===== src/rtl/sev_seg_pkg.sv =====
// Shared definitions for the seven-segment scroll controller: register map,
// CTRL/STATUS bit positions, FSM encoding and the active-high hex glyph table.
package sev_seg_pkg;

  localparam logic [2:0] ADDR_CTRL   = 3'd0;
  localparam logic [2:0] ADDR_STATUS = 3'd1;
  localparam logic [2:0] ADDR_PERIOD = 3'd2;
  localparam logic [2:0] ADDR_LENGTH = 3'd3;
  localparam logic [2:0] ADDR_MSG_LO = 3'd4;
  localparam logic [2:0] ADDR_MSG_HI = 3'd5;
  localparam logic [2:0] ADDR_BLINK  = 3'd6;

  localparam int CTRL_RUN       = 0;
  localparam int CTRL_LOOP      = 1;
  localparam int CTRL_BLANK     = 2;
  localparam int CTRL_BLINK_EN  = 3;

  localparam int STATUS_BUSY    = 0;
  localparam int STATUS_DONE    = 1;
  localparam int STATUS_POS_LSB = 4;

  typedef enum logic [1:0] {
    ST_IDLE = 2'd0,
    ST_RUN  = 2'd1,
    ST_DONE = 2'd2
  } state_t;

  // Segment a is bit 0, g is bit 6; a set bit means the segment is lit.
  localparam logic [6:0] SEG_BLANK = 7'h00;

  function automatic logic [6:0] hex_glyph(input logic [3:0] nibble);
    logic [6:0] glyph;
    case (nibble)
      4'h0: glyph = 7'h3F;
      4'h1: glyph = 7'h06;
      4'h2: glyph = 7'h5B;
      4'h3: glyph = 7'h4F;
      4'h4: glyph = 7'h66;
      4'h5: glyph = 7'h6D;
      4'h6: glyph = 7'h7D;
      4'h7: glyph = 7'h07;
      4'h8: glyph = 7'h7F;
      4'h9: glyph = 7'h6F;
      4'hA: glyph = 7'h77;
      4'hB: glyph = 7'h7C;
      4'hC: glyph = 7'h39;
      4'hD: glyph = 7'h5E;
      4'hE: glyph = 7'h79;
      default: glyph = 7'h71;
    endcase
    return glyph;
  endfunction

endpackage


===== src/rtl/hex_to_seg7.sv =====
// Nibble to seven-segment glyph decoder with a blank override and selectable
// output polarity (active-low for the DE1 HEX displays).
module hex_to_seg7
  import sev_seg_pkg::*;
#(
  parameter bit SEG_ACTIVE_LOW = 1'b1
) (
  input  logic [3:0] hex,
  input  logic       blank,
  output logic [6:0] seg
);

  logic [6:0] lit;

  always_comb begin
    lit = blank ? SEG_BLANK : hex_glyph(hex);
    seg = SEG_ACTIVE_LOW ? ~lit : lit;
  end

endmodule


===== src/rtl/sev_seg_scroll_ctrl.sv =====
// Avalon-MM seven-segment scroller: steps a 4-character window across a message
// of up to 16 hex chars. Define SEV_SEG_SCROLL_BLINK_EN to add the blink feature.
module sev_seg_scroll_ctrl
  import sev_seg_pkg::*;
#(
  parameter bit SEG_ACTIVE_LOW = 1'b1,
  parameter int PERIOD_W       = 24
) (
  input  logic        clk,
  input  logic        reset_n,
  input  logic [2:0]  address,
  input  logic        chipselect,
  input  logic        write_n,
  input  logic [31:0] writedata,
  output logic [31:0] readdata,
  output logic [27:0] out_port
);

  localparam logic [27:0] OUT_BLANK = SEG_ACTIVE_LOW ? 28'hFFF_FFFF : 28'h000_0000;

  state_t state, state_next;

  logic                ctrl_run, ctrl_loop, ctrl_blank;
  logic                done;
  logic [PERIOD_W-1:0] period, prescaler;
  logic [3:0]          length, pos;
  logic [31:0]         msg_lo, msg_hi;

  logic wr_en, wr_ctrl, wr_status, wr_period, wr_length;
  logic busy, step, at_last, restart, enter_done;
  logic display_off;

  logic [63:0] msg;
  logic [4:0]  len;
  logic [4:0]  char_idx   [4];
  logic [3:0]  digit_char [4];
  logic        digit_off  [4];
  logic [27:0] seg_next;

  assign wr_en     = chipselect & ~write_n;
  assign wr_ctrl   = wr_en && (address == ADDR_CTRL);
  assign wr_status = wr_en && (address == ADDR_STATUS);
  assign wr_period = wr_en && (address == ADDR_PERIOD);
  assign wr_length = wr_en && (address == ADDR_LENGTH);
  assign at_last   = (pos == length);

  always_ff @(posedge clk or negedge reset_n) begin
    if (!reset_n) state <= ST_IDLE;
    else          state <= state_next;
  end

  // A CTRL write always takes priority over a scroll step on the same clock.
  always_comb begin
    state_next = state;
    if (wr_ctrl) begin
      if (writedata[CTRL_RUN])  state_next = ST_RUN;
      else if (state == ST_RUN) state_next = ST_IDLE;
    end else if (enter_done) begin
      state_next = ST_DONE;
    end
  end

  always_comb begin
    busy       = (state == ST_RUN);
    step       = busy && (prescaler == period) && !wr_ctrl && !wr_period;
    restart    = wr_ctrl && writedata[CTRL_RUN] && (state != ST_RUN);
    enter_done = step && at_last && !ctrl_loop;
  end

  always_ff @(posedge clk or negedge reset_n) begin
    if (!reset_n) begin
      prescaler <= '0;
    end else if ((state_next != ST_RUN) || restart || wr_period) begin
      prescaler <= '0;
    end else if (!wr_ctrl) begin
      prescaler <= (prescaler == period) ? '0 : prescaler + PERIOD_W'(1);
    end
  end

  // Shrinking LENGTH below the current position snaps the window back to char 0.
  always_ff @(posedge clk or negedge reset_n) begin
    if (!reset_n)                              pos <= '0;
    else if (restart)                          pos <= '0;
    else if (wr_length && (pos > writedata[3:0])) pos <= '0;
    else if (step && !at_last)                 pos <= pos + 4'd1;
    else if (step && ctrl_loop)                pos <= '0;
  end

  always_ff @(posedge clk or negedge reset_n) begin
    if (!reset_n) begin
      ctrl_run   <= 1'b0;
      ctrl_loop  <= 1'b0;
      ctrl_blank <= 1'b0;
    end else if (wr_ctrl) begin
      ctrl_run   <= writedata[CTRL_RUN];
      ctrl_loop  <= writedata[CTRL_LOOP];
      ctrl_blank <= writedata[CTRL_BLANK];
    end else if (enter_done) begin
      ctrl_run   <= 1'b0;
    end
  end

  always_ff @(posedge clk or negedge reset_n) begin
    if (!reset_n)                                  done <= 1'b0;
    else if (enter_done)                           done <= 1'b1;
    else if (wr_status && writedata[STATUS_DONE]) done <= 1'b0;
  end

  always_ff @(posedge clk or negedge reset_n) begin
    if (!reset_n) begin
      period <= '0;
      length <= '0;
      msg_lo <= '0;
      msg_hi <= '0;
    end else if (wr_en) begin
      case (address)
        ADDR_PERIOD: period <= writedata[PERIOD_W-1:0];
        ADDR_LENGTH: length <= writedata[3:0];
        ADDR_MSG_LO: msg_lo <= writedata;
        ADDR_MSG_HI: msg_hi <= writedata;
        default: ;
      endcase
    end
  end

`ifdef SEV_SEG_SCROLL_BLINK_EN
  logic                blink_en, blink_phase;
  logic [PERIOD_W-1:0] blink, blink_cnt;

  always_ff @(posedge clk or negedge reset_n) begin
    if (!reset_n) begin
      blink_en <= 1'b0;
      blink    <= '0;
    end else begin
      if (wr_ctrl)                                blink_en <= writedata[CTRL_BLINK_EN];
      if (wr_en && (address == ADDR_BLINK))       blink    <= writedata[PERIOD_W-1:0];
    end
  end

  always_ff @(posedge clk or negedge reset_n) begin
    if (!reset_n) begin
      blink_cnt   <= '0;
      blink_phase <= 1'b0;
    end else if (wr_ctrl && !writedata[CTRL_BLINK_EN]) begin
      blink_cnt   <= '0;
      blink_phase <= 1'b0;
    end else if (!blink_en) begin
      blink_cnt   <= '0;
    end else if (blink_cnt == blink) begin
      blink_cnt   <= '0;
      blink_phase <= ~blink_phase;
    end else begin
      blink_cnt   <= blink_cnt + PERIOD_W'(1);
    end
  end

  assign display_off = ctrl_blank | blink_phase;
`else
  assign display_off = ctrl_blank;
`endif

  // Digit d shows char pos+(3-d); three conditional subtractions cover every
  // reachable index since pos never exceeds LEN-1.
  always_comb begin
    msg = {msg_hi, msg_lo};
    len = {1'b0, length} + 5'd1;
    for (int d = 0; d < 4; d++) begin
      char_idx[d] = {1'b0, pos} + 5'(3 - d);
      if (ctrl_loop) begin
        for (int r = 0; r < 3; r++) begin
          if (char_idx[d] >= len) char_idx[d] = char_idx[d] - len;
        end
      end
      digit_off[d]  = display_off || (char_idx[d] >= len);
      digit_char[d] = msg[{char_idx[d][3:0], 2'b00} +: 4];
    end
  end

  for (genvar g = 0; g < 4; g++) begin : g_digit
    hex_to_seg7 #(
      .SEG_ACTIVE_LOW(SEG_ACTIVE_LOW)
    ) u_dec (
      .hex  (digit_char[g]),
      .blank(digit_off[g]),
      .seg  (seg_next[g*7 +: 7])
    );
  end

  always_ff @(posedge clk or negedge reset_n) begin
    if (!reset_n) out_port <= OUT_BLANK;
    else          out_port <= seg_next;
  end

  always_comb begin
    readdata = '0;
    case (address)
      ADDR_CTRL: begin
        readdata[CTRL_RUN]   = ctrl_run;
        readdata[CTRL_LOOP]  = ctrl_loop;
        readdata[CTRL_BLANK] = ctrl_blank;
`ifdef SEV_SEG_SCROLL_BLINK_EN
        readdata[CTRL_BLINK_EN] = blink_en;
`endif
      end
      ADDR_STATUS: begin
        readdata[STATUS_BUSY]            = busy;
        readdata[STATUS_DONE]            = done;
        readdata[STATUS_POS_LSB +: 4]    = pos;
      end
      ADDR_PERIOD: readdata[PERIOD_W-1:0] = period;
      ADDR_LENGTH: readdata[3:0]          = length;
      ADDR_MSG_LO: readdata               = msg_lo;
      ADDR_MSG_HI: readdata               = msg_hi;
`ifdef SEV_SEG_SCROLL_BLINK_EN
      ADDR_BLINK:  readdata[PERIOD_W-1:0] = blink;
`endif
      default: ;
    endcase
  end

endmodule


===== config.mk =====
export PLATFORM = sky130hd
export DESIGN_NAME = sev_seg_scroll_ctrl
export DESIGN_NICKNAME = d
export VERILOG_FILES = /design/src/rtl/sev_seg_pkg.sv /design/src/rtl/hex_to_seg7.sv /design/src/rtl/sev_seg_scroll_ctrl.sv
export SDC_FILE = /design/constraint.sdc
export NUM_CORES = 1
export LEC_CHECK = 0
export CAP_MARGIN = 10
export CORE_UTILIZATION = 45
export DETAILED_ROUTE_END_ITERATION = 16
export PLACE_DENSITY = 0.67
export SYNTH_ARGS = -nofsm -noshare
export SYNTH_HDL_FRONTEND = slang
export SYNTH_SLANG_ARGS = --single-unit

===== constraint.sdc =====
create_clock -name clk -period 7.5 [get_ports clk]
set_input_delay 1.125 -clock clk [delete_from_list [all_inputs] [get_ports clk]]
set_output_delay 1.125 -clock clk [all_outputs]
set_load 0.03 [all_outputs]

==> run_results.csv <==
group,metric,value,unit
routing,drtIter0Drc,920,
job,maxCapViolCount,0,
routing,drcViolationCount,0,
synthesis,ys_async_sr_fraction,1.000,
worst_setup_path,crit_type,"flip-flop to flip-flop",
layout,regArea,3889,µm²
placed_design,place_congestion,0.9514,
synthesis,synth_fp_nets,1729,
timing,finalHoldViolations,0,
clock_network,cts_root_buffer,"clkbuf_16",
floorplanning,dieArea,32880,µm²
synthesis,yosys_warnings,0,
synthesis,avgSynthCellArea,9.160,µm²
floorplanning,start_util,0.4575,
layout,design_area,17360,µm²
timing,skew,0.01608,ns
timing,maxSlewViolCount,0,
grt,grt.overflow.total,0,
placed_design,post-dp-hpwl,33850,µm
routing,vias,12960,
clock_network,htree_levels,4,
grt,grt_max_degree,80,
layout,fillerInstances,2818,
worst_setup_path,cp.arrival,7.57,ns
worst_setup_path,critPathBufInv,4,
layout,fin_nets,1873,
timing,fin_crit,7.193,ns
synthesis,synth_cells,1580,
worst_setup_path,slowest_delay,0.42,ns
floorplanning,die_width,181.3,µm
timing,tightestPinTransition,1.046,ns
layout,syn_to_final_growth,19.94,%
worst_setup_path,crit_required,7.87,ns
layout,drive_gt1_frac,0.2159,
layout,multi_input_area,10330,µm²
clock_network,cts_inserted_buffers,17,
outcome,status,"completed",
timing,setup_viol,0,
grt,grt_pass1_wl,71000,µm
timing,final.period_utilization,0.9591,
clock_network,cts_sinks,154,
worst_setup_path,slowest_stage,"dfrtp_1",
floorplanning,num_rows,65,
routing,wl,45690,µm
synthesis,synth_edf_count,0,
hold_path,hold_class,"flip-flop to flip-flop",
routing,drtAntennaViolNets,0,
routing,routed_via_density,6.058,
floorplanning,die_h,181.3,µm
worst_setup_path,end_kind,"flip-flop",
clock_network,clk_pin_slew,0.07,ns
synthesis,synth_ff_type,"dfrtp_1",
clock_network,clkLatencyLatePin,0.45,ns
synthesis,yosysSeqAreaShare,0.2687,
timing,slew_headroom,0.2999,
worst_setup_path,path_max_fanout,25,
synthesis,synth_cell_types,89,
placed_design,placed_area,16330,µm²
timing,max_freq,0.1390,GHz
worst_setup_path,path_delay_family,"compound AO/OA/AOI/OAI gates",
routing,wire_per_inst,21.36,µm
placed_design,io_buffers,98,
routing,first_pass_iters,5,
layout,diodes,0,
clock_network,cts_tree,"yes",
clock_network,ctsLongestPathBuffers,2,
synthesis,post_synth_instance_area,14470,µm²
synthesis,ys_ff_latch,154,
grt,grt_util_all_layers,0.2763,
floorplanning,io_pins,99,
floorplanning,core,31640,µm²
grt,grt_pass1_vias,12480,
grt,grt_antenna_before_repair,0,
worst_setup_path,startpoint_type,"flip-flop",
==> final timing paths <==
kind                            startpoint            to  slack (ns)  cells past startpoint
worst max-delay path             length[0]  out_port[24]        0.31                     31
worst min-delay path                  done          done        0.53                      2
worst max register to register   length[0]  out_port[24]        0.31                     31
worst min register to register        done          done        0.53                      2
max in group asynchronous          reset_n     msg_lo[5]        5.29                      2
min in group asynchronous          reset_n    msg_lo[27]        0.74                      1
==> worst reg2reg max path: cells and delay by family (launching register included) <==
family / cells / cell delay, ns
DFF: 1 / 0.42
and+or+nand+nor: 4 / 0.71
muxes: 7 / 1.82
AOI/OAI and AO/OA: 11 / 2.00
buffers and inverters: 4 / 0.67
adders and majority gates: 5 / 1.49
==> stage by stage <==
step / std cells / setup slack, ns / utilization / TNS [ns] / hold WS, ns
detailed placement: 2083 / -0.08766 / 0.5162 / -0.2152 / 0.5124
global route: 2139 / -0.09158 / 0.5487 / -0.5336 / 0.5580
global placement: 2083 / 0.1196 / 0.5162 / 0 / 0.4958
finish: 2139 / 0.3071 / 0.5487 / 0 / 0.5300
floorplan: 1580 / -0.001315 / - / -0.001315 / 0.4661
CTS: 2116 / 0.01228 / 0.5352 / 0 / 0.5299
==> synth_stat cells (34+ instances only) <==
library cell / n / area, µm²
a21o_1: 44 / 330.3
a21oi_1: 121 / 605.6
clkbuf_1: 35 / 131.4
dfrtp_1: 126 / 3153
ha_1: 98 / 1226
inv_1: 52 / 195.2
mux2_2: 114 / 1284
mux2i_1: 158 / 1582
nand2_1: 122 / 457.9
nor2_1: 136 / 510.5
o21ai_0: 73 / 365.4
xnor2_1: 34 / 297.8
xor2_1: 37 / 324.1
==> registers in the layout, summed over array words and instances, names as in the netlist <==
register / flops
ctrl_blank: 1
pos: 4
msg_hi: 32
state: 2
out_port: 28
msg_lo: 32
length: 4
ctrl_loop: 1
ctrl_run: 1
done: 1
period: 24
prescaler: 24
==> area by class of cell <==
| cell class | instances | area share |
|---|---|---|
| clock buffers | 18 | 0.02530 |
| clock inverters | 14 | 0.007208 |
| inverters | 55 | 0.01211 |
| multi-input cells | 1296 | 0.5949 |
| flip-flops and latches | 154 | 0.2240 |
| well taps | 402 | 0.02898 |
| repair buffers | 200 | 0.1075 |
==> layout by cell type (no fill, tap or decap), drive strengths merged, types with 28 or more instances in the layout <==
cell	instances
dfrtp	126
mux2i	158
xnor2	34
xor2	39
inv	63
nand3	32
a21o	44
dfstp	28
nand2	122
a21oi	122
o21ai	83
mux2	117
ha	98
buf	103
nor2	136
clkdlybuf4s50	96
==> timing repair <==
action,in CTS,in global routing
cloned,0,1
resized for setup,3,55
endpoints found under the setup margin,10,28
pin swaps,1,15
buffers inserted,1,22
hold buffers,0,0
==> cells by family after synthesis <==
family,synth area share
AND/OR/NAND/NOR,0.1359
buffers and inverters,0.03882
adder cells (fa/ha/maj),0.1069
XOR/XNOR,0.04686
flip-flops,0.2687
AO/OA/AOI/OAI,0.1807
multiplexers,0.2221
==> per-layer routing <==
metal | wire (µm) | global-route usage | part of all wire | up-vias
met5 | 0 | 0 | 0 | -
met4 | 1352 | 0.08542 | 0.030 | 0
met3 | 2358 | 0.03427 | 0.052 | 80
met2 | 21400 | 0.4509 | 0.47 | 432
met1 | 20580 | 0.3803 | 0.45 | 6368
li1 | - | - | - | 6078
Power is not shown: default switching activity piles up to over one toggle a cycle in this logic, so the estimate is an artifact.
